**src/rtl/axi_stream_strip_header_if.sv**
```systemverilog
// ---------------------------------------------------------------------------
// axi_stream_strip_header_if
//   AXI-Stream style channel bundle used for the packet input, the stripped
//   header output and the re-aligned payload output of axi_stream_strip_header.
//
//   Signals
//     valid  source -> sink   beat valid
//     data   source -> sink   DATA_WD bits, byte DATA_BYTE_WD-1 (MSB) first
//     keep   source -> sink   byte enables, MSB-contiguous
//     last   source -> sink   last beat of packet (tied low on the header channel)
//     ready  sink -> source   beat transfers when valid & ready
//
//   Modports: master (drives valid/data/keep/last), slave (drives ready).
// ---------------------------------------------------------------------------
interface axi_stream_strip_header_if #(
  parameter int DATA_WD = 32
) ();
  localparam int DATA_BYTE_WD = DATA_WD / 8;

  logic                    valid;
  logic [DATA_WD-1:0]      data;
  logic [DATA_BYTE_WD-1:0] keep;
  logic                    last;
  logic                    ready;

  modport master (output valid, output data, output keep, output last, input  ready);
  modport slave  (input  valid, input  data, input  keep, input  last, output ready);
endinterface

```
**src/rtl/axi_stream_strip_header.sv**
```systemverilog
// ---------------------------------------------------------------------------
// axi_stream_strip_header
//   Removes an n-byte header (n = i_byte_strip_cnt + 1, 1..DATA_BYTE_WD) from
//   the front of every AXI-Stream packet. The header is presented LSB-aligned
//   on its own channel; the remaining payload is re-packed into full
//   MSB-first beats. One beat per cycle, all outputs registered, one cycle
//   latency from an accepted input beat.
//
//   Ports
//     clk               clock
//     rst_n             asynchronous, active-low reset
//     i_axis            (slave)  incoming packet beats
//     i_byte_strip_cnt  header length minus one, sampled on the first beat
//     o_hdr             (master) header bytes, LSB-aligned; last tied low
//     o_axis            (master) re-aligned payload
//     o_hdr_short       only when AXIS_STRIP_ERR_CHECK_EN is defined: one-cycle
//                       pulse, registered with the header, when a packet ends on
//                       its first beat with fewer than n bytes
//
//   Build option
//     AXIS_STRIP_ERR_CHECK_EN  adds the o_hdr_short truncated-header flag.
//     Without it a truncated header is still forwarded with reduced keep.
//
//   state   | meaning
//   --------+---------------------------------------------------------------
//   S_HDR   | waiting for the first beat of a packet (header beat)
//   S_BODY  | header taken; merging residue with each following beat
//   S_FLUSH | input finished; emit remaining residue bytes as the last beat
// ---------------------------------------------------------------------------
module axi_stream_strip_header #(
  parameter int DATA_WD      = 32,
  parameter int DATA_BYTE_WD = DATA_WD / 8,
  parameter int BYTE_CNT_WD  = $clog2(DATA_BYTE_WD)
) (
  input  logic                            clk,
  input  logic                            rst_n,
  axi_stream_strip_header_if.slave        i_axis,
  input  logic [BYTE_CNT_WD-1:0]          i_byte_strip_cnt,
  axi_stream_strip_header_if.master       o_hdr,
  axi_stream_strip_header_if.master       o_axis
`ifdef AXIS_STRIP_ERR_CHECK_EN
  ,
  output logic                            o_hdr_short
`endif
);

  // Byte counts run 0..DATA_BYTE_WD inclusive, so one bit wider than the strip count.
  localparam int CW = $clog2(DATA_BYTE_WD + 1);

  typedef enum logic [1:0] {
    S_HDR   = 2'd0,
    S_BODY  = 2'd1,
    S_FLUSH = 2'd2
  } state_t;

  state_t                  r_state;
  logic [CW-1:0]           r_n;
  logic [CW-1:0]           r_res_cnt;
  logic [DATA_WD-1:0]      r_res;

  logic                    r_hdr_valid;
  logic [DATA_WD-1:0]      r_hdr_data;
  logic [DATA_BYTE_WD-1:0] r_hdr_keep;

  logic                    r_out_valid;
  logic [DATA_WD-1:0]      r_out_data;
  logic [DATA_BYTE_WD-1:0] r_out_keep;
  logic                    r_out_last;

`ifdef AXIS_STRIP_ERR_CHECK_EN
  logic                    r_hdr_short;
`endif

  logic [CW-1:0]           w_n_first;
  logic [CW-1:0]           w_n;
  logic [CW-1:0]           w_k;
  logic [CW-1:0]           w_lo_bytes;
  logic [DATA_WD-1:0]      w_top;
  logic [DATA_WD-1:0]      w_res_next;
  logic [DATA_BYTE_WD-1:0] w_hdr_keep;
  logic                    w_ready_in;
  logic                    w_in_fire;
  logic                    w_out_free;
  logic                    w_hdr_free;
  logic                    w_k_gt_n;

  // Keep mask with the c most-significant byte lanes set.
  function automatic logic [DATA_BYTE_WD-1:0] msb_ones(input logic [CW-1:0] c);
    return ~({DATA_BYTE_WD{1'b1}} >> c);
  endfunction

  assign w_n_first = CW'(i_byte_strip_cnt) + CW'(1);

  // The strip length is live from the input on the header beat and held afterwards.
  assign w_n        = (r_state == S_HDR) ? w_n_first : r_n;
  assign w_lo_bytes = CW'(DATA_BYTE_WD) - w_n;

  always_comb begin
    w_k = '0;
    for (int i = 0; i < DATA_BYTE_WD; i++) begin
      w_k = w_k + CW'(i_axis.keep[i]);
    end
  end

  // Top n bytes shifted down to the LSB end: header on the first beat, the
  // tail of the merged output word on body beats.
  assign w_top      = i_axis.data >> {w_lo_bytes, 3'b000};
  // Low DATA_BYTE_WD-n bytes kept MSB-aligned; empty (all zero) when n = DATA_BYTE_WD.
  assign w_res_next = i_axis.data << {w_n, 3'b000};
  assign w_hdr_keep = i_axis.keep >> w_lo_bytes;
  assign w_k_gt_n   = (w_k > w_n);

  assign w_out_free = !r_out_valid || o_axis.ready;
  assign w_hdr_free = !r_hdr_valid || o_hdr.ready;

  always_comb begin
    w_ready_in = 1'b0;
    case (r_state)
      S_HDR:   w_ready_in = w_hdr_free;
      S_BODY:  w_ready_in = w_out_free;
      S_FLUSH: w_ready_in = 1'b0;
      default: w_ready_in = 1'b0;
    endcase
  end

  assign w_in_fire = i_axis.valid && w_ready_in;

  always_ff @(posedge clk or negedge rst_n) begin
    if (!rst_n) begin
      r_state     <= S_HDR;
      r_n         <= '0;
      r_res_cnt   <= '0;
      r_res       <= '0;
      r_hdr_valid <= 1'b0;
      r_hdr_data  <= '0;
      r_hdr_keep  <= '0;
      r_out_valid <= 1'b0;
      r_out_data  <= '0;
      r_out_keep  <= '0;
      r_out_last  <= 1'b0;
`ifdef AXIS_STRIP_ERR_CHECK_EN
      r_hdr_short <= 1'b0;
`endif
    end else begin
      // Consumed beats retire unless reloaded below in the same cycle.
      if (r_hdr_valid && o_hdr.ready) r_hdr_valid <= 1'b0;
      if (r_out_valid && o_axis.ready) r_out_valid <= 1'b0;
`ifdef AXIS_STRIP_ERR_CHECK_EN
      r_hdr_short <= 1'b0;
`endif

      case (r_state)
        S_HDR: begin
          if (w_in_fire) begin
            r_n         <= w_n;
            r_res       <= w_res_next;
            r_hdr_valid <= 1'b1;
            r_hdr_data  <= w_top;
            r_hdr_keep  <= w_hdr_keep;
`ifdef AXIS_STRIP_ERR_CHECK_EN
            r_hdr_short <= i_axis.last && (w_k < w_n);
`endif
            if (!i_axis.last) begin
              r_state <= S_BODY;
            end else if (w_k_gt_n) begin
              // Single-beat packet that still carries payload bytes after the header.
              r_res_cnt <= w_k - w_n;
              r_state   <= S_FLUSH;
            end
          end
        end

        S_BODY: begin
          if (w_in_fire) begin
            r_out_valid <= 1'b1;
            r_out_data  <= r_res | w_top;
            r_res       <= w_res_next;
            if (!i_axis.last) begin
              r_out_keep <= '1;
              r_out_last <= 1'b0;
            end else if (!w_k_gt_n) begin
              // Residue plus the k bytes of the final beat fit in this output beat.
              r_out_keep <= msb_ones(w_lo_bytes + w_k);
              r_out_last <= 1'b1;
              r_state    <= S_HDR;
            end else begin
              r_out_keep <= '1;
              r_out_last <= 1'b0;
              r_res_cnt  <= w_k - w_n;
              r_state    <= S_FLUSH;
            end
          end
        end

        S_FLUSH: begin
          if (w_out_free) begin
            r_out_valid <= 1'b1;
            r_out_data  <= r_res;
            r_out_keep  <= msb_ones(r_res_cnt);
            r_out_last  <= 1'b1;
            r_state     <= S_HDR;
          end
        end

        default: r_state <= S_HDR;
      endcase
    end
  end

  assign i_axis.ready = w_ready_in;

  assign o_hdr.valid  = r_hdr_valid;
  assign o_hdr.data   = r_hdr_data;
  assign o_hdr.keep   = r_hdr_keep;
  assign o_hdr.last   = 1'b0;

  assign o_axis.valid = r_out_valid;
  assign o_axis.data  = r_out_data;
  assign o_axis.keep  = r_out_keep;
  assign o_axis.last  = r_out_last;

`ifdef AXIS_STRIP_ERR_CHECK_EN
  assign o_hdr_short  = r_hdr_short;
`endif

endmodule

```
**src/flat_wrapper.sv**
```systemverilog
// flat-port wrapper written by rule: the top's interface ports become plain ports
module axi_stream_strip_header_flat 
#(
  parameter int DATA_WD      = 32,
  parameter int DATA_BYTE_WD = DATA_WD / 8,
  parameter int BYTE_CNT_WD  = $clog2(DATA_BYTE_WD)
)
  (clk, rst_n, i_byte_strip_cnt, i_axis_valid, i_axis_data, i_axis_keep, i_axis_last, i_axis_ready, o_hdr_valid, o_hdr_data, o_hdr_keep, o_hdr_last, o_hdr_ready, o_axis_valid, o_axis_data, o_axis_keep, o_axis_last, o_axis_ready);
  axi_stream_strip_header_if #(.DATA_WD(DATA_WD)) i_axis_i ();
  axi_stream_strip_header_if #(.DATA_WD(DATA_WD)) o_hdr_i ();
  axi_stream_strip_header_if #(.DATA_WD(DATA_WD)) o_axis_i ();
  input  logic clk;
  input  logic rst_n;
  input  logic [BYTE_CNT_WD-1:0] i_byte_strip_cnt;
  input wire logic [$bits(i_axis_i.valid)-1:0] i_axis_valid;
  input wire logic [$bits(i_axis_i.data)-1:0] i_axis_data;
  input wire logic [$bits(i_axis_i.keep)-1:0] i_axis_keep;
  input wire logic [$bits(i_axis_i.last)-1:0] i_axis_last;
  output wire logic [$bits(i_axis_i.ready)-1:0] i_axis_ready;
  output wire logic [$bits(o_hdr_i.valid)-1:0] o_hdr_valid;
  output wire logic [$bits(o_hdr_i.data)-1:0] o_hdr_data;
  output wire logic [$bits(o_hdr_i.keep)-1:0] o_hdr_keep;
  output wire logic [$bits(o_hdr_i.last)-1:0] o_hdr_last;
  input wire logic [$bits(o_hdr_i.ready)-1:0] o_hdr_ready;
  output wire logic [$bits(o_axis_i.valid)-1:0] o_axis_valid;
  output wire logic [$bits(o_axis_i.data)-1:0] o_axis_data;
  output wire logic [$bits(o_axis_i.keep)-1:0] o_axis_keep;
  output wire logic [$bits(o_axis_i.last)-1:0] o_axis_last;
  input wire logic [$bits(o_axis_i.ready)-1:0] o_axis_ready;
  assign i_axis_i.valid = i_axis_valid;
  assign i_axis_i.data = i_axis_data;
  assign i_axis_i.keep = i_axis_keep;
  assign i_axis_i.last = i_axis_last;
  assign i_axis_ready = i_axis_i.ready;
  assign o_hdr_valid = o_hdr_i.valid;
  assign o_hdr_data = o_hdr_i.data;
  assign o_hdr_keep = o_hdr_i.keep;
  assign o_hdr_last = o_hdr_i.last;
  assign o_hdr_i.ready = o_hdr_ready;
  assign o_axis_valid = o_axis_i.valid;
  assign o_axis_data = o_axis_i.data;
  assign o_axis_keep = o_axis_i.keep;
  assign o_axis_last = o_axis_i.last;
  assign o_axis_i.ready = o_axis_ready;
  axi_stream_strip_header #(.DATA_WD(DATA_WD), .DATA_BYTE_WD(DATA_BYTE_WD), .BYTE_CNT_WD(BYTE_CNT_WD)) u_core (.clk(clk), .rst_n(rst_n), .i_axis(i_axis_i), .i_byte_strip_cnt(i_byte_strip_cnt), .o_hdr(o_hdr_i), .o_axis(o_axis_i));
endmodule
```
**config.mk**
```make
export PLATFORM = sky130hd
export DESIGN_NAME = axi_stream_strip_header_flat
export DESIGN_NICKNAME = d
export VERILOG_FILES = /design/src/rtl/axi_stream_strip_header_if.sv /design/src/rtl/axi_stream_strip_header.sv /design/src/flat_wrapper.sv
export SDC_FILE = /design/constraint.sdc
export NUM_CORES = 1
export LEC_CHECK = 0
export ABC_AREA = 0
export CAP_MARGIN = 30
export CORE_MARGIN = 5
export CORE_UTILIZATION = 30
export CTS_BUF_LIST = sky130_fd_sc_hd__clkbuf_2 sky130_fd_sc_hd__clkbuf_4 sky130_fd_sc_hd__clkbuf_8
export DETAILED_ROUTE_END_ITERATION = 6
export DONT_BUFFER_PORTS = 1
export MAX_ROUTING_LAYER = met4
export PLACE_DENSITY = 0.46
export SLEW_MARGIN = 10
export SYNTH_ARGS = -nofsm -noshare
export SYNTH_HDL_FRONTEND = slang
export SYNTH_SLANG_ARGS = --single-unit
```
**constraint.sdc**
```tcl
create_clock -name clk -period 5.7 [get_ports clk]
set_clock_uncertainty 0.1 [all_clocks]
set_input_delay 0.57 -clock clk [delete_from_list [all_inputs] [get_ports clk]]
set_output_delay 0.57 -clock clk [all_outputs]
set_load 0.005 [all_outputs]
```
# Word-level counts from Yosys, hierarchy flattened
# Index checks and enable logic that the tools add are counted.
# W data, S select, Z words.
[word_totals]
regBits = 115
in_bits = 44
out_inout_bits = 77
elab_cells = 79
[op_classes]
addsub = 7
n_lt_le_gt_ge = 1
n_eq_ne = 7
shifts = 5
mux = 30
bitwise = 3
reduce_logical = 15
[ops]
columns = ["operator", "n"]
rows = [
  ["$mux W32", 2],
  ["$pmux W32 S2", 1],
  ["$or A32 B32 Y32", 1],
  ["$shl A32 B6 Y32", 1],
  ["$shr A32 B6 Y32", 1],
  ["$mux W4", 4],
  ["$mux W2", 7],
  ["$mux W1", 10],
  ["$not A4 Y4", 2],
  ["$pmux W4 S2", 1],
  ["$shr A4 B3 Y4 const A", 2],
  ["$add A3 B1 Y3", 2],
  ["$ne A2 B1 Y1 const B", 3],
  ["$pmux W1 S2", 3],
  ["$pmux W2 S3", 1],
  ["$reduce_and A5 Y1", 1],
  ["$reduce_and A2 Y1", 2],
  ["$reduce_and A4 Y1", 1],
  ["$shr A4 B3 Y4", 1],
  ["$add A2 B1 Y3 const B", 1],
  ["$add A3 B3 Y3", 1],
  ["$gt A3 B3 Y1", 1],
  ["$logic_and A1 B1 Y1", 3],
  ["$mux W3", 1],
  ["other kinds (13)", 15],
]

# Logic depth before layout (Yosys ltp)
[depth]
depth_word = 10
mapped_depth = 18
depth_no_buf = 13

# Worst setup path after synthesis
# Ideal clock, no wire load.
[synth_path]
path_type = "register to register"
from = "reg u_core.r_state[0]"
to = "reg u_core.r_out_keep[2], in the netlist u_core.o_axis.keep[2]"
setup_time_ns = 0.136
arrival_ns = 3.848
t_required_ns = 5.464
path_slack_ns = 1.616
path_stages_with_launch = 19
path_buffers = 5
synth_period_minus_slack_ns = 4.084
path_cell_list = "dfrtp_1 -> inv_1 -> ha_1 -> buf_4 -> nand2b_1 -> buf_4 -> nand2_8 -> inv_2 -> buf_2 -> ha_1 -> buf_2 -> clkinv_1 -> clkbuf_1 -> fa_1 -> xnor2_1 -> xnor3_1 -> or2_2 -> o32ai_1 -> o21ai_0"
[synth_between]
elab_chain_cells = 10
word_cells_on_any_way = 19
classes_between = "add/sub (2); order compare (1); eq/ne (4); shift (1); mux (6); bitwise (1); reduce/logical (4)"
[synth_rtl]
columns = ["item", "line_no", "text"]
rows = [
  ["start: declaration", "axi_stream_strip_header.sv:56", "state_t r_state;"],
  ["start signal: assignment", "axi_stream_strip_header.sv:130", "r_state <= S_HDR;"],
  ["start signal: assignment", "axi_stream_strip_header.sv:164", "r_state <= S_BODY;"],
  ["start signal: assignment", "axi_stream_strip_header.sv:168", "r_state <= S_FLUSH;"],
  ["$logic_not A2 Y1", "axi_stream_strip_header.sv:95, axi_stream_strip_header.sv:118", ""],
  ["$mux W3", "axi_stream_strip_header.sv:95", "assign w_n = (r_state == S_HDR) ? w_n_first : r_n;"],
  ["$sub A3 B3 Y3", "axi_stream_strip_header.sv:96", "assign w_lo_bytes = CW'(DATA_BYTE_WD) - w_n;"],
  ["$add A3 B3 Y3", "axi_stream_strip_header.sv:183", "r_out_keep <= msb_ones(w_lo_bytes + w_k);"],
  ["$shr A4 B3 Y4", "axi_stream_strip_header.sv:89", "return ~({DATA_BYTE_WD{1'b1}} >> c);"],
  ["$not A4 Y4", "axi_stream_strip_header.sv:89", ""],
  ["$mux W4", "axi_stream_strip_header.sv:181", "end else if (!w_k_gt_n) begin"],
  ["$mux W4", "axi_stream_strip_header.sv:178", "if (!i_axis.last) begin"],
  ["$mux W4", "axi_stream_strip_header.sv:174", "if (w_in_fire) begin"],
  ["$pmux W4 S2", "axi_stream_strip_header.sv:152", "case (r_state)"],
  ["end signal: assignment", "axi_stream_strip_header.sv:183", ""],
  ["end signal: assignment", "axi_stream_strip_header.sv:199", "r_out_keep <= msb_ones(r_res_cnt);"],
  ["end: declaration", "axi_stream_strip_header.sv:67", "logic [DATA_BYTE_WD-1:0] r_out_keep;"],
]
# Parallel ways exist; a longest one is shown, timed or not. The select of a mux whose other input is x is not followed.
# A chain may end at the register's enable or synchronous reset.

# Worst setup path in the final report
[layout_path]
from = "reg u_core.r_state[1]"
to = "reg u_core.r_out_keep[2], in the netlist u_core.o_axis.keep[2]"
# The elaborated chain is that of the path after synthesis.

==> results.md <==
- Status: completed
- Seq. cell area: 0.00288 sq mm
- GRT busiest layer: met2
- GRT Total Usage: between 10% and 20%
- Post-cts resize count: 0
- DRC Markers: 0
- Most frequent cells in the layout: dfrtp_1, nand2_1, o21ai_0, a22o_1, mux2i_1
- Inst Count DP: approximately 800
- Antenna cells: 0
- Multi-input combinational cell area: between 0.002 and 0.003 sq mm
- Post-DRT Antenna Nets: 0
- Met3 Use GR: under 10%
- Max rail drop VDD: roughly 0.17 mV
- Critical Path AT: approximately 5 ns
- Syn nets: about 630
- H-tree lvl count: 4
- Die width: roughly 150 um
- Reg2Reg Depth: 13
- Layout area overhead: 12.2%
- Vias: 4618
- Setup bufs post-CTS: 0
- Critical-path top delay cell: ha_1
- P_leak: 2.93 nW
- Max Slew Vio Count: 0
- Routed len/inst: around 23 um
- FFs w/ async S/R, synth: 100%
- # port buffers: 0
- Die footprint: 0.0228 sq mm
- RR Startpoint: u_core.r_state[1]
- FP Rows: a little over 50
- Number of vias per cell: ~5.5
- Final net count: between 600 and 700
- TritonCTS clock tree: done
- Crit-path max FO: 45
- Unrepaired setup endpoints after global routing: no
- Fin. Hold Viols: 0
- CP Cell Sequence: inv_1, ha_1, nand2b_1, nand2_8, inv_2, ha_1, clkinv_1, fa_1, xnor2_1, xnor3_1, or2_2, o32ai_1, o21ai_0
- Die H: 151 um
- Critical Path End Type: register
- Final Cycle Share: roughly 84%
- Count of final setup violators: 0
- Worst Hold Path EP: u_core.r_res[7]
- Register area share after synthesis: 48.2%
- Core ar.: ~0.020 sq mm
- GRT overflow: 0
- Worst slew pin tran: 0.761 ns
- Initial Util: between 30% and 40%
- Vias in the first global route: 4788
- Hold Path Depth: 1
- Largest net degree at the start of global routing: 116
- CP max stage delay: just under 0.6 ns
- CTS Sinks: about 120
- Drt pass-1 iters: 5
- Avg Inst Size Synth: between 10 and 15 sq um
- WL final: 19.6 mm
- Worst-Skew Late Latency: approximately 0.45 ns
- Initial antenna violation count: 0
- Detailed Place HPWL: ~14 mm
- R2R Setup Slk: approximately 0.9 ns
- Critical R2R Capture: u_core.o_axis.keep[2]
- Total CTS buffers: 17
- Commonest non-fill, non-tap cell in the layout: dfrtp_1
- Yosys reg bits: ~120
- Clock root buffer: clkbuf_8
- Clock buffer depth: 2
- Met2 GRT Util: between 20% and 30%
- Met1 usage: between 20% and 30%
- Most frequent CP cell: ha_1
- Fin Setup TNS: 0 ns
- Max frequency: ~210 MHz
- # IOs: 121
- Global-route wire length before repair: around 29 mm
- Min-delay worst type: input pin to register
- GPL Wtd Cong: approximately 0.86
- Hold Crit Start: i_axis_data[7]
- Top FF cell, synth: dfrtp_1
- Slew headroom: 48.7%
- CP Launch Type: register
- Fraction of layout cells with a size suffix above 1: about 14%
- Number of synthesized flops with an enable pin: 0
- Worst Path Required: around 5.9 ns
- Fillers: 2029
- CTS clk-pin slew, worst paths: approximately 0.090 ns
- Final critical-path required period: 4.78 ns
- Warning count from the yosys run: 0
- MaxCap Viol Count: 0
- Synth unique cells: 56
- Synthesized area: 0.00597 sq mm
- Gate Count Post-Synth: between 500 and 600
- Final non-filler cell total: 837
- Pwr per Cell Area: between 600 and 700 mW/mm^2
- DRT iter0 DRCs: 384
- Critical path class: register to register
==> flip-flops by register name, summed over array words and instances, names as in the netlist <==
register             cells
u_core.o_hdr.valid       1
u_core.o_axis.data      32
u_core.o_hdr.keep        4
u_core.r_res            32
u_core.o_hdr.data       32
u_core.o_axis.last       1
u_core.r_n               3
u_core.r_state           2
u_core.r_res_cnt         3
u_core.o_axis.valid      1
u_core.o_axis.keep       4
==> worst max-delay path by stage <==
| stage | from | end | slack (ns) | cells past startpoint |
|---|---|---|---|---|
| 5_1_grt | u_core.r_state[1] | u_core.o_axis.keep[2] | 0.57 | 13 |
| 6_report | u_core.r_state[1] | u_core.o_axis.keep[2] | 0.92 | 13 |
| 3_5_place_dp | u_core.r_state[1] | u_core.o_axis.keep[2] | 0.94 | 13 |
| 3_3_place_gp | u_core.r_state[0] | u_core.o_axis.keep[2] | 1.19 | 13 |
| 4_1_cts | u_core.r_state[1] | u_core.o_axis.keep[2] | 0.94 | 13 |
| 2_1_floorplan | u_core.r_state[0] | u_core.o_axis.keep[2] | 1.62 | 18 |
==> layout make-up <==
type,instances,area share (%)
sequential,115,43.0
multi-input combinational,392,42.5
tap,265,4.95
clock buffer,18,3.70
clock inverter,14,2.65
timing repair buffer,11,2.04
inverter,22,1.23
==> power breakdown <==
| part | leakage [nW] | switching [mW] | total, mW | internal [mW] |
|---|---|---|---|---|
| Clock | 0.202 | 0.368 | 0.817 | 0.448 |
| Combinational | 1.27 | 1.45 | 2.41 | 0.957 |
| Sequential | 1.46 | 0.266 | 1.45 | 1.18 |
==> routing by layer <==
| metal | share of wire (%) | wire, um | vias to the layer above |
|---|---|---|---|
| met5 | 0 | 0 | - |
| met3 | 8.7 | 1700 | 31 |
| li1 | - | - | 2082 |
| met1 | 44 | 8650 | 2313 |
| met2 | 44 | 8710 | 192 |
| met4 | 2.9 | 565 | 0 |
==> logic make-up (layout without fill, tap and decap cells) <==
| logic type | count (synthesis) | after routing | synth area share, % |
|---|---|---|---|
| XOR/XNOR | 5 | 5 | 0.964 |
| other | 1 | 1 | 0.0628 |
| AND/OR/NAND/NOR | 135 | 135 | 10.9 |
| adder cells (fa/ha/maj) | 14 | 14 | 3.31 |
| multiplexers | 52 | 52 | 10.2 |
| buffers and inverters | 62 | 65 | 4.40 |
| flip-flops | 115 | 115 | 48.2 |
| AO/OA/AOI/OAI | 185 | 185 | 22.0 |
==> through the flow <==
stage                     power [mW]  hold slack, ns  area [sq um]  utilization [%]  setup WS [ns]
after global placement          3.75           0.182          6180             31.6           1.19
final                           4.67           0.149          6700             34.3          0.919
after global routing            5.02           0.123          6700             34.3          0.574
after detailed placement        3.84           0.183          6230             31.9          0.943
after CTS                       4.70           0.121          6690             34.3          0.937
after floorplan                 3.16           0.174          5970                -           1.62
==> worst max-delay path: cells and delay by family, from the launching register on <==
kind	cells	cell delay, ns
adders and majority gates	3	1.55
and+or+nand+nor	3	1.07
buffers and inverters	3	0.76
DFF	1	0.41
xor gates and xnor gates	2	0.39
AOI/OAI and AO/OA	2	0.36
==> cells in the mapped netlist (all sizes together) (3+ instances only) <==
master   instances  share of area, %
dfrtp          115                48
nand2           74               4.9
o21ai           52               4.4
a22o            38               5.6
mux2i           29               5.1
clkbuf          21               1.3
inv             21               1.3
buf             19               1.7
mux2            19               3.6
nor3            15               1.3
a31oi           14               1.5
nand3           14               1.2
a21oi           12               1.0
a2bb2oi         12               1.8
o21bai          12               1.5
ha              11               2.3
nor2            11              0.90
a21boi           9               1.2
a32o             9               1.5
a2111oi          7               1.0
a211oi           5              0.63
nand2b           5              0.52
mux4             4               1.5
and3             3              0.31
fa               3               1.0
o211ai           3              0.38
o31ai            3              0.38
or2              3              0.31
==> timing repair <==
action / CTS / global route
hold endpoints to repair: 115 / 0
hold buffers: 2 / 0
setup endpoints to repair: 0 / 0
Power figures use the tool's default switching activity.
